[config.mk]
export PLATFORM = sky130hd
export DESIGN_NAME = tlul_device_adapter
export DESIGN_NICKNAME = d
export VERILOG_FILES = /design/src/rtl/tlul_device_adapter.sv
export SDC_FILE = /design/constraint.sdc
export NUM_CORES = 1
export LEC_CHECK = 0
export CAP_MARGIN = 40
export CORE_ASPECT_RATIO = 0.5
export CORE_MARGIN = 5
export CORE_UTILIZATION = 50
export CTS_CLUSTER_DIAMETER = 120
export DETAILED_ROUTE_END_ITERATION = 10
export DONT_BUFFER_PORTS = 1
export PLACE_DENSITY_LB_ADDON = 0.3
export SYNTH_ARGS = -nofsm -noshare
export SYNTH_HDL_FRONTEND = slang
export SYNTH_SLANG_ARGS = --single-unit
[constraint.sdc]
create_clock -name clock -period 7.6 [get_ports clock]
set_clock_uncertainty 0.15 [all_clocks]
set_input_delay 1.14 -clock clock [delete_from_list [all_inputs] [get_ports clock]]
set_output_delay 1.14 -clock clock [all_outputs]
set_load 0.01 [all_outputs]
[src/rtl/tlul_device_adapter.sv]
// TL-UL device adapter: A-channel to single-cycle word memory, in-order D responses.
// Define TLUL_DEVICE_ADDR_CHECK_EN to reject requests with nonzero upper address bits.
package tlul_pkg;

   localparam logic [2:0] PUT_FULL     = 3'd0;
   localparam logic [2:0] PUT_PARTIAL  = 3'd1;
   localparam logic [2:0] GET          = 3'd4;
   localparam logic [2:0] ACC_ACK      = 3'd0;
   localparam logic [2:0] ACC_ACK_DATA = 3'd1;

   typedef struct packed {
      logic        a_valid;
      logic [2:0]  a_opcode;
      logic [2:0]  a_param;
      logic [1:0]  a_size;
      logic [7:0]  a_source;
      logic [31:0] a_address;
      logic [3:0]  a_mask;
      logic [31:0] a_data;
      logic        d_ready;
   } tl_h2d_t;

   typedef struct packed {
      logic        d_valid;
      logic [2:0]  d_opcode;
      logic [2:0]  d_param;
      logic [1:0]  d_size;
      logic [7:0]  d_source;
      logic        d_sink;
      logic [31:0] d_data;
      logic        d_user;
      logic        d_error;
      logic        a_ready;
   } tl_d2h_t;

endpackage

module tlul_device_adapter
   import tlul_pkg::*;
#(
   parameter int MEM_AW    = 12,
   parameter int RSP_DEPTH = 3
) (
   input  logic              clock,
   input  logic              reset,
   input  tl_h2d_t           tl_d_i,
   output tl_d2h_t           tl_d_o,
   output logic              req_o,
   output logic              we_o,
   output logic [MEM_AW-1:0] addr_o,
   output logic [31:0]       wdata_o,
   output logic [3:0]        be_o,
   input  logic [31:0]       rdata_i,
   input  logic              err_i
);

   localparam int PW = (RSP_DEPTH > 1) ? $clog2(RSP_DEPTH) : 1;
   localparam int CW = $clog2(RSP_DEPTH + 1);

   typedef struct packed {
      logic [2:0]  opcode;
      logic [1:0]  size;
      logic [7:0]  source;
      logic [31:0] data;
      logic        error;
   } rsp_t;

   rsp_t          rsp_q [RSP_DEPTH];
   logic [PW-1:0] wptr_q, wptr_d;
   logic [PW-1:0] rptr_q, rptr_d;
   logic [CW-1:0] cnt_q, cnt_d;

   logic          mem_vld_q;
   logic          mem_get_q;
   logic          mem_bad_q;
   logic [1:0]    mem_size_q;
   logic [7:0]    mem_src_q;

   logic [CW:0]   occ;
   logic          a_ready;
   logic          accept;
   logic          legal;
   logic          is_get;
   logic          op_ok;
   logic          aligned;
   logic          addr_ok;
   logic [3:0]    win;
   logic          push;
   logic          pop;
   rsp_t          push_rsp;
   rsp_t          head;
   logic          unused_a;

   function automatic logic [PW-1:0] ptr_inc(input logic [PW-1:0] p);
      return (p == PW'(RSP_DEPTH - 1)) ? '0 : p + 1'b1;
   endfunction

   assign occ     = {1'b0, cnt_q} + (CW+1)'(mem_vld_q);
   assign a_ready = !reset && (occ < (CW+1)'(RSP_DEPTH));
   assign accept  = tl_d_i.a_valid && a_ready;

   assign is_get = (tl_d_i.a_opcode == GET);
   assign op_ok  = (tl_d_i.a_opcode == PUT_FULL) ||
                   (tl_d_i.a_opcode == PUT_PARTIAL) || is_get;

`ifdef TLUL_DEVICE_ADDR_CHECK_EN
   assign addr_ok  = ~|tl_d_i.a_address[31:MEM_AW+2];
   assign unused_a = ^tl_d_i.a_param;
`else
   // Upper bits alias; the crossbar owns address decode.
   assign addr_ok  = 1'b1;
   assign unused_a = ^{tl_d_i.a_param, tl_d_i.a_address[31:MEM_AW+2]};
`endif

   always_comb begin
      win     = 4'h0;
      aligned = 1'b1;
      unique case (tl_d_i.a_size)
         2'd0: win = 4'b0001 << tl_d_i.a_address[1:0];
         2'd1: begin
            win     = 4'b0011 << {tl_d_i.a_address[1], 1'b0};
            aligned = ~tl_d_i.a_address[0];
         end
         2'd2: begin
            win     = 4'b1111;
            aligned = (tl_d_i.a_address[1:0] == 2'b00);
         end
         default: aligned = 1'b0;
      endcase
   end

   assign legal = op_ok && aligned && addr_ok &&
                  ~|(tl_d_i.a_mask & ~win) &&
                  ((tl_d_i.a_opcode != PUT_FULL) || (tl_d_i.a_mask == win));

   assign req_o   = accept && legal;
   assign we_o    = req_o && !is_get;
   assign addr_o  = tl_d_i.a_address[MEM_AW+1:2];
   assign wdata_o = tl_d_i.a_data;
   assign be_o    = tl_d_i.a_mask;

   assign push = mem_vld_q;
   assign pop  = (cnt_q != '0) && tl_d_i.d_ready;
   assign head = rsp_q[rptr_q];

   always_comb begin
      push_rsp        = '0;
      push_rsp.opcode = mem_get_q ? ACC_ACK_DATA : ACC_ACK;
      push_rsp.size   = mem_size_q;
      push_rsp.source = mem_src_q;
      push_rsp.data   = (mem_get_q && !mem_bad_q) ? rdata_i : 32'h0;
      push_rsp.error  = mem_bad_q | err_i;
   end

   always_comb begin
      wptr_d = push ? ptr_inc(wptr_q) : wptr_q;
      rptr_d = pop ? ptr_inc(rptr_q) : rptr_q;
      cnt_d  = cnt_q + CW'(push) - CW'(pop);
   end

   always_comb begin
      tl_d_o         = '0;
      tl_d_o.a_ready = a_ready;
      if (cnt_q != '0) begin
         tl_d_o.d_valid  = 1'b1;
         tl_d_o.d_opcode = head.opcode;
         tl_d_o.d_size   = head.size;
         tl_d_o.d_source = head.source;
         tl_d_o.d_data   = head.data;
         tl_d_o.d_error  = head.error;
      end
   end

   always_ff @(posedge clock) begin
      if (reset) begin
         mem_vld_q  <= 1'b0;
         mem_get_q  <= 1'b0;
         mem_bad_q  <= 1'b0;
         mem_size_q <= 2'd0;
         mem_src_q  <= 8'd0;
         wptr_q     <= '0;
         rptr_q     <= '0;
         cnt_q      <= '0;
         for (int i = 0; i < RSP_DEPTH; i++) begin
            rsp_q[i] <= '0;
         end
      end else begin
         mem_vld_q <= accept;
         if (accept) begin
            mem_get_q  <= is_get;
            mem_bad_q  <= ~legal;
            mem_size_q <= tl_d_i.a_size;
            mem_src_q  <= tl_d_i.a_source;
         end
         if (push) begin
            rsp_q[wptr_q] <= push_rsp;
         end
         wptr_q <= wptr_d;
         rptr_q <= rptr_d;
         cnt_q  <= cnt_d;
      end
   end

endmodule

=== Word-level counts from Yosys, hierarchy flattened ===
Memories as Yosys holds them, arrays and structs flattened. A register that Yosys moved wholly into a read port is not among the register bits.
Cells that the tools add are included.

* Register bits: 19
* Memory bits (writable): 132
* Bits of input ports: 121
* Output and inout bits: 103
* Logic and storage cells: 72
* Memories: 1

{| class="wikitable"
|+ Memory list
! memory !! depth !! bits a word !! read ports !! clocked after memory_dff !! wr ports !! line !! source
|-
| rsp_q || 3 || 44 || 1 || 1 || 3 || 68 || <nowiki>rsp_t rsp_q [RSP_DEPTH];</nowiki>
|}

* Add/subtract/negate cells: 5
* Order comparisons: 1
* Eq/ne operators: 7
* Shift-type cells: 2
* Muxes and demuxes: 20
* Bitwise logic cells: 5
* Reduce and logical (&&, ||, !) cells: 23

{| class="wikitable"
|+ Operators with widths
! kind !! number
|-
| 2-to-1 mux 32 bit || 2
|-
| 2-to-1 mux 44 bit || 1
|-
| OR reduction 44 bit || 1
|-
| case mux 4 bit (3 select lines) || 1
|-
| 2-to-1 mux 10 bit || 1
|-
| 2-to-1 mux 2 bit || 5
|-
| logical AND 1 bit || 9
|-
| 2-to-1 mux 1 bit || 8
|-
| == test 2 bit (second input constant) || 3
|-
| adder 2 x 1 -> 2 bit (second input constant) || 2
|-
| AND 4 bit || 1
|-
| == test 4 bit || 1
|-
| logical NOT 1 bit || 4
|-
| logical NOT 2 bit || 2
|-
| 2-to-1 mux 4 bit || 1
|-
| NOT 4 bit || 1
|-
| OR reduction 4 bit || 1
|-
| left shift 1 x 2 -> 4 bit (first input constant) || 1
|-
| left shift 2 x 2 -> 4 bit (first input constant) || 1
|-
| adder 2 x 1 -> 3 bit || 1
|-
| == test 3 x 1 -> 1 bit (second input constant) || 1
|-
| == test 3 bit (second input constant) || 1
|-
| logical NOT 3 bit || 1
|-
| logical OR 1 bit || 3
|-
| 9 further kinds || 10
|}

=== Longest topological paths before layout ===
Gate-level depths: netlist of the first run.

* Depth after elaboration: 10
* Mapped depth: 8
* Depth with buffers taken out: 8

=== Worst setup path after synthesis of the first run ===
Ideal clock, no wire load.

* Kind: input to output
* From: input port tl_d_i[77] (netlist bit)
* To: output port we_o
* Arrival time: 2.264 ns
* Data required time: 6.310 ns
* Setup slack: 4.046 ns
* Cell stages on the path: 7
* Buffers on the path: 0
* Path through: inv_1 -> a21boi_0 -> o21ai_0 -> ha_1 -> and4_1 -> o211ai_1 -> nor3_1

* Longest elaborated chain between the ends: 10

{| class="wikitable"
|+ Ends and longest elaborated chain
! item !! line !! source
|-
| from (decl) || 46 || <nowiki>input tl_h2d_t tl_d_i,</nowiki>
|-
| == test 2 bit, or another cell as far along || 118 || <nowiki>unique case (tl_d_i.a_size)</nowiki>
|-
| case mux 4 bit (3 select lines) || 118 ||
|-
| NOT 4 bit || 133 || <nowiki>~|(tl_d_i.a_mask & ~win) &&</nowiki>
|-
| AND 4 bit || 133 ||
|-
| OR reduction 4 bit || 133 ||
|-
| logical NOT 1 bit || 133 ||
|-
| logical AND 1 bit || 132 || <nowiki>assign legal = op_ok && aligned && addr_ok &&</nowiki>
|-
| logical AND 1 bit * || 133 ||
|-
| logical AND 1 bit * || 136 || <nowiki>assign req_o = accept && legal;</nowiki>
|-
| logical AND 1 bit * || 137 || <nowiki>assign we_o = req_o && !is_get;</nowiki>
|-
| to (decl) || 49 || <nowiki>output logic we_o,</nowiki>
|}

Every way passes the cells marked *; elsewhere a longest branch is shown, timed or not.

==> flow_metrics.py, run 1 <==
metrics = {
    "global_routing": {
        "use_met2_pct": 30.56,
        "grt_usage_pct": 18.46,
        "overflow": 0,
        "first_global_vias": 4954,
        "grt_max_degree": 46,
        "met1_usage_pct": 23.30,
        "grt-busiest-layer": "met2",
        "antenna_found_initial": 1,
        "grt_pass1_wl_um": 29860,
        "grtUsageMet3_pct": 6.045,
    },
    "worst_setup_path": {
        "crit_arrival_ns": 2.60,
        "reg2reg_slack_ns": 4.82,
        "timing.rr.start": "wptr_q[1]",
        "r2r_cells": 5,
        "crit_slowest_cell": "nor3_1",
        "crit_type": "flop to primary output",
        "start_kind": "flop",
        "crit_required_ns": 6.31,
        "crit_chain": "ha_1 > ha_1 > a211o_1 > inv_2 > o211ai_1 > nor3_1",
        "critPathMaxStageDelay_ns": 0.45,
        "cp_common_cell": "ha_1",
        "rr_endpoint": "rsp_q[0][10]",
        "crit_path_end_kind": "primary output",
        "path_max_fanout": 13,
        "startpoint": "mem_vld_q",
    },
    "yosys": {
        "synth_common_cells": "edfxtp_1 (176), nor2_1 (108), and2_1 (66)",
        "synth.largest_area_cell": "edfxtp_1",
        "yosysUniqueCellTypes": 40,
        "synth_edf_count": 176,
        "seq_area_frac_synth_pct": 62.76,
        "synth-seq-cells": 197,
        "synth.most_common_cell": "edfxtp_1",
        "synthesis.area_mm2": 0.009091,
        "syn_area_per_cell_um2": 13.37,
        "netlist.area_leader.share_pct": 58.13,
        "synthTopCellsByArea": "edfxtp_1 (58%), mux4_2 (9.9%), buf_4 (4.7%)",
        "synthCells": 680,
        "synthFlopType": "edfxtp_1",
        "async_reset_ff_share_pct": 0,
        "yosys_warnings": 0,
    },
    "routing": {
        "routed_wl_um": 19280,
        "antenna_left": 0,
        "viasPerCell": 5.522,
        "dr_total_vias": 4793,
        "drcViolationCount": 0,
        "drt_iter0_markers": 374,
        "wl_per_cell_um": 22.21,
        "dr.pass1.iters": 6,
    },
    "timing": {
        "fin_setup_tns_ns": 0,
        "finalCriticalPeriod_ns": 3.894,
        "finalWorstSetupSlack_ns": 3.706,
        "max_freq_mhz": 256.8,
        "rsz0062_at_grt": "no",
        "setup_viol": 0,
        "drv_slew": 0,
        "worst_pin_slew_ns": 0.8675,
        "maxSlewHeadroom_pct": 41.95,
        "hold_viol_final": 0,
        "fin_crit_sh_pct": 51.24,
    },
    "clock_network": {
        "cts.reportedPaths.clkPinSlew_ns": 0.07,
        "h-tree-depth": 4,
        "cts_hold_buf": 0,
        "cts_setup_buffers": 0,
        "cts.path.max_buffers": 2,
        "clockRootBuffer": "clkbuf_16",
        "cts_tree": "done",
        "cts_buffers": 17,
        "clock_sinks": 197,
        "clk_latency_ns": 0.42,
        "ctsResizeCount": 0,
    },
    "placement": {
        "detailed_place_hpwl_um": 12070,
        "pre_cts_ws_ns": 3.771,
        "io_buffers": 0,
        "place_congestion": 0.7567,
    },
    "finish": {
        "diodes": 0,
        "final_nets": 750,
        "syn_to_final_growth_pct": 4.005,
        "drive_gt1_share_pct": 14.67,
    },
    "min_path": {
        "worstHoldPathCells": 2,
        "min_from": "rptr_q[0]",
        "hp-class": "flop to flop",
    },
    "die": {
        "start_util_pct": 51.62,
        "dieArea_mm2": 0.02114,
        "row_count": 34,
        "die_x_um": 200.7,
        "io_pins": 224,
        "fp.dieH_um": 105.4,
        "core_area_mm2": 0.01761,
    },
    "outcome": {
        "status": "finished, final reports clean",
    },
    "power": {
        "peakVddDrop_mv": 0.1514,
        "p_leak_uw": 0.003524,
        "powerDensity_mw_per_mm2": 264.4,
    },
    "run": {
        "cap_violations": 0,
    },
}
==> final cells by class <==
type | count | area (um^2)
Clock buffer | 18 | 429.2
Sequential cell | 197 | 5710
Timing Repair Buffer | 11 | 127.6
Multi-Input combinational cell | 354 | 2609
Fill cell | 1500 | 8157
Tap cell | 234 | 292.8
Inverter | 40 | 150.1
Clock inverter | 14 | 136.4
==> worst max path at each step <==
stage | to | cells after the start
floorplan | we_o | 7
global placement | rsp_q[2][9] | 4
detailed placement | we_o | 7
CTS | we_o | 6
global route | we_o | 6
finish | we_o | 6
==> routing by layer <==
metal	part of all wire, %	vias to the layer above
li1	-	2223
met1	41	2378
met2	49	165
met3	7.5	25
met4	2.1	2
met5	0.036	-
==> stage by stage <==
step | total power [uW] | instance area [um^2] | cells | hold WS [ns] | util (%)
final | 2500 | 9455 | 868 | 0.3383 | 53.69
after global routing | 2614 | 9455 | 868 | 0.3691 | 53.69
after CTS | 2529 | 9455 | 868 | 0.3359 | 53.69
after detailed placement | 1675 | 8890 | 836 | 0.3223 | 50.48
after global placement | 1660 | 8815 | 832 | 0.3011 | 50.05
after floorplan | 1643 | 9114 | 686 | 0.2929 | -
==> power by group <==
part	total (uW)	switching, uW	internal, uW
logic	364	198	166
clock network	866	429	437
registers	1270	45.6	1230
total	2500	672	1830
==> state kept, by name, indices dropped and copies added (netlist names), named ones only <==
name and flops:
rsp_q 176, wptr_q 2, mem_src_q 8, rptr_q 2, mem_vld_q 1, mem_get_q 1
mem_size_q 2, mem_bad_q 1, cnt_q 2
==> kinds of logic (layout without fill, tap and decap cells) <==
| kind of cell | after synthesis | in the layout | synth area share, % |
|---|---|---|---|
| compound gates | 38 | 38 | 2.285 |
| xor+xnor | 2 | 2 | 0.1927 |
| fa+ha+maj | 8 | 8 | 1.101 |
| buf+inv | 135 | 83 | 8.973 |
| flops | 197 | 197 | 62.76 |
| mux | 45 | 45 | 11.18 |
| other cells | 1 | 7 | 0.04125 |
| simple gates | 254 | 254 | 13.47 |
==> worst max-delay path, delay by kind of cell (launching register included) <==
family	cells	cell delay, ns
AOI/OAI and AO/OA	2	0.63
adders and majority gates	2	0.46
buffers and inverters	1	0.27
DFF	1	0.35
and+or+nand+nor	1	0.45
==> cells in the final DEF (no fill, tap or decap), types with 7 or more instances in the layout <==
cell         n
clkbuf_16   17
buf_4        8
nand2_1     36
edfxtp_1   176
conb_1       7
and3_1      11
ha_1         8
inv_1       39
o21ai_0     16
dfxtp_1     19
a21oi_1     17
nor2_1     108
and2_1      66
nand3_1     11
mux4_2      40
Power figures use the tool's default switching activity.
==> run 2, diff against run 1 <==
- clock period: 7.6 -> 4 ns (I/O delays scaled with it)
==> run 2 against run 1 <==
Against the previous run: die area stayed put; flip-flop and latch count unchanged; worst hold slack got worse by 0.25 ns; largest cell class unchanged; highest routed layer unchanged.
==> flow_metrics.py, run 2 (synthesis results as in run 1) <==
metrics = {
    "run": {
        "cap_violations": 0,
    },
    "min_path": {
        "min_from": "reset",
        "hp-class": "primary input to flop",
        "worstHoldPathCells": 1,
        "min_to": "mem_src_q[4]",
    },
    "clock_network": {
        "clock_sinks": 197,
        "ctsResizeCount": 0,
        "cts_buffers": 17,
        "cts_tree": "done",
        "cts_setup_buffers": 0,
        "cts_hold_buf": 0,
        "h-tree-depth": 4,
        "clk_latency_ns": 0.42,
        "cts.reportedPaths.clkPinSlew_ns": 0.07,
        "clockRootBuffer": "clkbuf_16",
        "cts.path.max_buffers": 2,
    },
    "timing": {
        "finalWorstSetupSlack_ns": 0.6735,
        "finalCriticalPeriod_ns": 3.326,
        "maxSlewHeadroom_pct": 46.31,
        "fin_crit_sh_pct": 83.16,
        "hold_viol_final": 0,
        "setup_viol": 0,
        "worst_pin_slew_ns": 0.8054,
        "max_freq_mhz": 300.6,
        "drv_slew": 0,
        "fin_setup_tns_ns": 0,
        "rsz0062_at_grt": "no",
    },
    "finish": {
        "final_common_cell": "edfxtp_1",
        "mostFrequentLayoutCells": "edfxtp_1 (176), nor2_1 (108), and2_1 (66), mux4_2 (40), inv_1 (39)",
        "final_nets": 754,
        "final_core_util_pct": 53.83,
        "diodes": 0,
        "largest_register_ffs": 176,
        "drive_gt1_share_pct": 15.20,
        "top_register": "rsp_q",
        "syn_to_final_growth_pct": 4.280,
        "fill_cells": 1447,
        "reg_top3": "rsp_q x176, mem_src_q x8",
    },
    "placement": {
        "io_buffers": 0,
        "detailed_place_hpwl_um": 12190,
        "place_congestion": 0.7631,
        "pre_cts_ws_ns": 1.048,
    },
    "die": {
        "row_count": 34,
        "dieArea_mm2": 0.02114,
        "core_area_mm2": 0.01761,
        "fp.dieH_um": 105.4,
        "start_util_pct": 51.62,
        "io_pins": 224,
        "die_x_um": 200.7,
    },
    "power": {
        "peakVddDrop_mv": 0.2727,
        "powerDensity_mw_per_mm2": 495.1,
        "p_leak_uw": 0.003529,
    },
    "global_routing": {
        "antenna_found_initial": 1,
        "overflow": 0,
        "grt_pass1_wl_um": 29900,
        "grt_usage_pct": 18.60,
        "first_global_vias": 5003,
        "grt_max_degree": 46,
    },
    "worst_setup_path": {
        "crit_path_end_kind": "primary output",
        "crit_slowest_cell": "a211o_1",
        "crit_type": "flop to primary output",
        "r2r_cells": 6,
        "rr_endpoint": "mem_bad_q",
        "crit_arrival_ns": 2.58,
        "timing.rr.start": "mem_vld_q",
        "reg2reg_slack_ns": 1.77,
        "start_kind": "flop",
        "cp_common_cell": "ha_1",
        "crit_chain": "ha_1 > ha_1 > a211o_1 > inv_2 > o211ai_1 > nor3_1",
        "critPathMaxStageDelay_ns": 0.44,
        "crit_required_ns": 3.25,
        "path_max_fanout": 13,
    },
    "routing": {
        "dr.pass1.iters": 5,
        "drcViolationCount": 0,
        "dr_total_vias": 4743,
        "drt_iter0_markers": 331,
        "viasPerCell": 5.439,
        "routed_wl_um": 19250,
        "wl_per_cell_um": 22.08,
        "antenna_left": 0,
    },
    "outcome": {
        "status": "finished, final reports clean",
    },
}
## run 2: cell count changes in the layout (fill, tap and decap cells not counted), sizes merged
cell,delta
buf,+4
clkbuf,-1
clkinv,+1
clkinvlp,+3
inv,-3
## run 2: final cells by class
class	count	area (um^2)	share of cell area, %
Inverter	40	150.1	1.584
Clock inverter	15	122.6	1.293
Tap cell	234	292.8	3.088
Multi-Input combinational cell	354	2609	27.52
Sequential cell	197	5710	60.23
Timing Repair Buffer	15	170.2	1.795
Clock buffer	17	425.4	4.487
## run 2: critical path: cells and delay by family (launching register included)
| kind | cells | cell delay, ns |
|---|---|---|
| AO/OA/AOI/OAI | 2 | 0.64 |
| adder cells (fa/ha/maj) | 2 | 0.47 |
| AND/OR/NAND/NOR | 1 | 0.44 |
| flip-flops | 1 | 0.35 |
| buffers and inverters | 1 | 0.26 |
## run 2: through the flow
| stage | instances | hold slack [ns] | power (uW) | instance area, um^2 |
|---|---|---|---|---|
| after global placement | 839 | 0.3026 | 3171 | 8905 |
| after CTS | 872 | 0.06788 | 4755 | 9480 |
| after detailed placement | 840 | 0.3162 | 3182 | 8932 |
| after global routing | 872 | 0.05787 | 4909 | 9480 |
| final | 872 | 0.08735 | 4693 | 9480 |
| after floorplan | 686 | 0.2929 | 3121 | 9114 |
## run 2: metal layers
metal	vias to the layer above	wire, um	global-route usage, %
li1	2217	-	-
met1	2314	7520	23.78
met2	191	9548	30.64
met3	19	1842	6.290
met4	2	329	5.545
met5	-	13	0
## run 2: worst max-delay path by stage
stage                        to       from  slack, ns
floorplan           rsp_q[1][0]      reset       1.28
global placement           we_o  mem_vld_q       1.05
detailed placement         we_o  mem_vld_q       1.05
CTS                        we_o  mem_vld_q       0.58
global route               we_o  mem_vld_q       0.49
finish                     we_o  mem_vld_q       0.67
## run 2: report_power, final
group	switching (uW)	total [uW]	internal, uW
clock	771	1580	811
combinational	362	679	317
sequential	104	2430	2330
total	1240	4690	3460
